**src/rtl/wb_queue.sv**
```systemverilog
// wb_queue: write-back stage with an in-order outstanding-load queue.
// Loads push their destination register into a FIFO and write back when
// memory returns data. ALU/LI results write back directly. A one-entry skid
// holds an ALU/LI result that collides with a load return. Register hazards
// are blocked at the input through the pending mask.
//
// Ports:
//   clk, rst        clock, synchronous active-high reset
//   in_valid/ready  upstream handshake for an instruction result
//   in_instr        16-bit instruction word (class and destination decode)
//   in_result       ALU/shift/LI result
//   mem_rvalid      load data return (in issue order), mem_rdata payload
//   rf_we/waddr/wdata  registered register-file write port
//   pending         bit r set while a queued load targets register r
//   lq_count        loads outstanding; lq_full when lq_count == DEPTH
//   err_unexpected  sticky: load data returned with an empty queue
module wb_queue #(
  parameter int WIDTH = 16,
  parameter int DEPTH = 4
) (
  input  logic                     clk,
  input  logic                     rst,
  input  logic                     in_valid,
  output logic                     in_ready,
  input  logic [15:0]              in_instr,
  input  logic [WIDTH-1:0]         in_result,
  input  logic                     mem_rvalid,
  input  logic [WIDTH-1:0]         mem_rdata,
  output logic                     rf_we,
  output logic [2:0]               rf_waddr,
  output logic [WIDTH-1:0]         rf_wdata,
  output logic [7:0]               pending,
  output logic [$clog2(DEPTH):0]   lq_count,
  output logic                     lq_full,
  output logic                     err_unexpected
);

  localparam int AW = $clog2(DEPTH);

  typedef enum logic [1:0] {CLS_NONE, CLS_LD, CLS_ALU, CLS_LI} instr_class_t;

  instr_class_t     cls;
  logic [2:0]       dest;
  logic [2:0]       q_dest [DEPTH];
  logic [AW-1:0]    head_q, tail_q;
  logic [AW:0]      count_q;
  logic             skid_v;
  logic [2:0]       skid_addr;
  logic [WIDTH-1:0] skid_data;
  logic             pop, push, acc_wr;

  assign dest = in_instr[10:8];

  always_comb begin
    cls = CLS_NONE;
    if (in_instr[15:14] == 2'b00)
      cls = CLS_LD;
    else if (in_instr[15:14] == 2'b11 &&
             !(in_instr[7:4] inside {4'b0101, 4'b1101, 4'b1110, 4'b1111}))
      cls = CLS_ALU;
    else if (in_instr[15:11] == 5'b10000)
      cls = CLS_LI;
  end

  assign lq_count = count_q;
  assign lq_full  = (count_q == (AW+1)'(DEPTH));

  // Pending mask comes only from registered queue state, so a pop clears its
  // bit at the same edge and mem_rvalid never reaches in_ready combinationally.
  always_comb begin
    pending = '0;
    for (int unsigned i = 0; i < DEPTH; i++) begin
      if (i < 32'(count_q))
        pending[q_dest[head_q + AW'(i)]] = 1'b1;
    end
  end

  always_comb begin
    in_ready = 1'b0;
    if (!rst) begin
      unique case (cls)
        CLS_NONE:        in_ready = 1'b1;
        CLS_LD:          in_ready = !lq_full && !skid_v;
        CLS_ALU, CLS_LI: in_ready = !pending[dest] && !skid_v;
        default:         in_ready = 1'b0;
      endcase
    end
  end

  assign pop    = mem_rvalid && (count_q != '0);
  assign push   = in_valid && in_ready && (cls == CLS_LD);
  assign acc_wr = in_valid && in_ready && (cls == CLS_ALU || cls == CLS_LI);

  always_ff @(posedge clk) begin
    if (push)
      q_dest[tail_q] <= dest;
  end

  always_ff @(posedge clk) begin
    if (rst) begin
      head_q         <= '0;
      tail_q         <= '0;
      count_q        <= '0;
      skid_v         <= 1'b0;
      skid_addr      <= '0;
      skid_data      <= '0;
      rf_we          <= 1'b0;
      rf_waddr       <= '0;
      rf_wdata       <= '0;
      err_unexpected <= 1'b0;
    end else begin
      if (push)
        tail_q <= tail_q + AW'(1);
      if (pop)
        head_q <= head_q + AW'(1);
      if (push && !pop)
        count_q <= count_q + (AW+1)'(1);
      else if (pop && !push)
        count_q <= count_q - (AW+1)'(1);
      if (mem_rvalid && count_q == '0)
        err_unexpected <= 1'b1;

      // Write port priority: load return, then skid, then new ALU/LI.
      if (pop) begin
        rf_we    <= 1'b1;
        rf_waddr <= q_dest[head_q];
        rf_wdata <= mem_rdata;
        if (acc_wr) begin
          skid_v    <= 1'b1;
          skid_addr <= dest;
          skid_data <= in_result;
        end
      end else if (skid_v) begin
        rf_we    <= 1'b1;
        rf_waddr <= skid_addr;
        rf_wdata <= skid_data;
        skid_v   <= 1'b0;
      end else if (acc_wr) begin
        rf_we    <= 1'b1;
        rf_waddr <= dest;
        rf_wdata <= in_result;
      end else begin
        rf_we <= 1'b0;
      end
    end
  end

endmodule

```
**config.mk**
```make
export PLATFORM = sky130hd
export DESIGN_NAME = wb_queue
export DESIGN_NICKNAME = d
export VERILOG_FILES = /design/src/rtl/wb_queue.sv
export SDC_FILE = /design/constraint.sdc
export NUM_CORES = 1
export LEC_CHECK = 0
export BUFFER_PORTS_ARGS = -buffer_cell sky130_fd_sc_hd__buf_4
export CELL_PAD_IN_SITES_DETAIL_PLACEMENT = 0
export CELL_PAD_IN_SITES_GLOBAL_PLACEMENT = 1
export CORE_ASPECT_RATIO = 2
export CORE_MARGIN = 1.5
export CORE_UTILIZATION = 42
export DETAILED_ROUTE_END_ITERATION = 10
export PLACE_DENSITY = 0.86
export SETUP_SLACK_MARGIN = 0.3
export SLEW_MARGIN = 10
export SYNTH_ARGS = -nofsm -noshare
export SYNTH_HDL_FRONTEND = slang
export SYNTH_SLANG_ARGS = --single-unit
export TNS_END_PERCENT = 1
```
**constraint.sdc**
```tcl
create_clock -name clk -period 3.7 [get_ports clk]
set_input_delay 0.37 -clock clk [delete_from_list [all_inputs] [get_ports clk]]
set_output_delay 0.37 -clock clk [all_outputs]
set_load 0.03 [all_outputs]
```
==> impl_metrics.py <==
metrics = {
    "critical_path": {
        "criticalPathCategory": "reg2out",
        "cp-end-kind": "output port",
        "crit_arrival_ps": 2970,
        "worst_ep_required_time_ps": 3330,
        "timing.reg2reg.setup_slack_ps": 560,
        "cp-start-kind": "flip-flop",
        "crit_fanout": 4,
    },
    "synthesis": {
        "yosys.area.top_type": "dfxtp_1",
        "yosysWarnings": 0,
        "synth_seq_cells": 62,
        "avgSynthCellArea_sq_um": 9.74,
        "netlist_area_sq_um": 3870,
        "synth_ff_type": "dfxtp_1",
        "synth.area.top_cells": "dfxtp_1 (26%), edfxtp_1 (9.3%), mux4_2 (8.2%), a221oi_2 (4.7%), nor2_1 (3.8%)",
        "mappedNetlistNets": 458,
        "yosysSeqAreaShare_pct": 35.2,
        "synth_cells": 397,
        "synth-edff-count": 12,
        "synthArstFlopShare_pct": 0,
        "ys_types": 60,
        "synth_top_area_share_pct": 25.9,
    },
    "power_and_ir_drop": {
        "ir_drop_v": 0.000521,
        "powerDensity_nw_per_um2": 718,
        "total_power_uw": 3590,
        "p_leak_uw": 0.00195,
    },
    "job": {
        "drv_cap": 0,
    },
    "clocking": {
        "cts_sinks": 62,
        "clkLatencyLatePin_ps": 330,
        "clock_path_buffers": 2,
        "cts_buffers": 9,
        "cts_tree": "done",
        "htreeDepth": 3,
        "clk_pin_slew_ps": 50,
        "cts-root-buf": "clkbuf_16",
        "cts_hold_buf": 0,
    },
    "drt": {
        "wl_microns": 10900,
        "vias": 3505,
        "antenna_left": 0,
        "drt_iter0_markers": 222,
        "wl_per_cell_microns": 18.4,
        "first_pass_iters": 5,
        "drc_errors": 0,
        "vias_per_cell": 5.95,
    },
    "floorplan": {
        "boundaryPins": 86,
        "fp.coreArea_sq_um": 8950,
        "dieArea_sq_um": 9830,
        "start_util_pct": 43.2,
        "die_w_microns": 70.9,
        "dieHeight_microns": 139,
        "num_rows": 49,
    },
    "timing": {
        "max_clock_freq_ghz": 0.300,
        "tightest_slew_ps": 1080,
        "setup-tns-final_ps": 0,
        "finalSetupViolCount": 0,
        "drv_slew": 0,
        "maxSlewHeadroom_pct": 28.1,
        "finClkSkew_ps": 3.95,
        "period_minus_slack_ps": 3340,
        "rsz0062_at_grt": "yes",
        "period_share_pct": 90.2,
        "hold_viol": 0,
    },
    "placed_design": {
        "dp.cells": 561,
        "dp_hpwl_microns": 7780,
        "portBuffers": 81,
        "place.gp.congestion": 0.921,
    },
    "grt": {
        "grt_pass1_wl_microns": 17200,
        "antenna_found_initial": 0,
        "grt_pass1_vias": 3575,
        "grt_max_degree": 51,
        "grt_overflow_total": 0,
        "grt.total_usage_pct": 22.4,
    },
    "layout": {
        "layout-drive-gt1-share_pct": 37.2,
        "area_growth_pct": 29.4,
        "fin_nets": 543,
        "final_core_util_pct": 55.9,
        "fin_cells": 589,
        "diodes": 0,
    },
    "min_path": {
        "min_path_type": "in2reg",
    },
    "status": {
        "status": "completed",
    },
}
==> stage by stage <==
stage               hold slack, ps  instance area [sq um]  setup WS (ps)
CTS                            263                   4870            317
global placement               452                   4510            506
global route                   268                   5000            260
floorplan                      454                   3870            385
detailed placement             467                   4510            452
finish                         271                   5000            363
==> cells by family (layout without fill, tap and decap cells) <==
group / after synthesis / in the layout / share of synthesized area, %
xor+xnor: 5 / 5 / 1.13
compound gates: 108 / 108 / 23.7
mux: 17 / 17 / 8.93
flops: 62 / 62 / 35.2
simple gates: 153 / 153 / 22.4
fa+ha+maj: 9 / 9 / 2.91
buf+inv: 43 / 133 / 5.79
==> per-layer routing <==
layer | routed length [microns] | part of all wire [%] | vias to the layer above | global-route usage [%]
li1 | - | - | 1657 | -
met1 | 3940 | 36 | 1691 | 22.9
met2 | 5920 | 54 | 129 | 39.9
met4 | 471 | 4.3 | 0 | 13.6
met3 | 538 | 5.0 | 28 | 5.16
met5 | 0 | 0 | - | 0
==> critical path: stages (launching register included) <==
cell       delay, ps
edfxtp_1         420
mux4_2           570
nor2b_4          180
a221oi_4         290
o21ai_2          130
o2111ai_4        250
and4b_1          260
o211ai_1         100
a21oi_1          250
buf_4            200
==> state kept, by name (all words and copies together) (netlist names), named ones only <==
| name | count |
|---|---|
| skid_v | 1 |
| skid_data | 16 |
| q_dest | 12 |
| head_q | 2 |
| rf_wdata | 16 |
| tail_q | 2 |
| rf_waddr | 3 |
| err_unexpected | 1 |
| lq_count | 3 |
| rf_we | 1 |
| skid_addr | 3 |
==> layout by cell type (no fill, tap or decap), drive strengths merged, types with 5 or more instances in the layout <==
master and n:
nor3 8, nor4 5, o31ai 17, a221oi 18
inv 13, nand2 17, nor2 39, ha 9
nand3 25, nand3b 16, a21oi 27, buf 104
mux4 14, o21ai 22, clkbuf 10, and2 23
edfxtp 12, nand2b 8, dfxtp 50
==> synth_stat cells (3+ instances only) <==
cell type,n
dfxtp_1,50
nor2_1,39
a21oi_1,27
nand3_1,25
and2_1,23
o21ai_0,21
clkbuf_1,18
nand2_1,17
nand3b_1,16
mux4_2,14
inv_1,13
a221oi_2,12
edfxtp_1,12
ha_1,9
o31ai_2,9
o31ai_1,8
nand2b_1,7
a221oi_1,6
nor3_1,6
buf_6,5
nor4_1,5
buf_2,4
mux2i_1,3
xor2_1,3
==> path summary, 6_finish.rpt <==
| path | endpoint | start | cells past startpoint |
|---|---|---|---|
| worst max-delay path | in_ready | q_dest[3][1] | 9 |
| worst min-delay path | rf_wdata[6] | mem_rdata[6] | 3 |
| worst max register to register | rf_wdata[5] | head_q[0] | 11 |
| worst min register to register | skid_data[12] | skid_data[12] | 2 |
==> layout make-up <==
class,instances,area (sq um)
fill,818,3950
multi-input combinational,292,2340
sequential,62,1370
timing repair buffer,104,778
clock buffer,10,229
tap,102,128
clock inverter,6,110
inverter,13,48.8
==> where the power goes <==
| group | switching, uW | internal (uW) | total (uW) |
|---|---|---|---|
| Combinational | 1030 | 687 | 1720 |
| Clock | 301 | 656 | 957 |
| Sequential | 121 | 796 | 917 |
| Total | 1460 | 2140 | 3590 |
==> what timing repair did <==
action                                  4_1_cts  5_1_grt
endpoints found under the setup margin        1        1
resized for setup                             5       11
pin swaps                                     0        7
setup buffers                                 2       10
No activity file was read; power rests on OpenSTA's default activity.
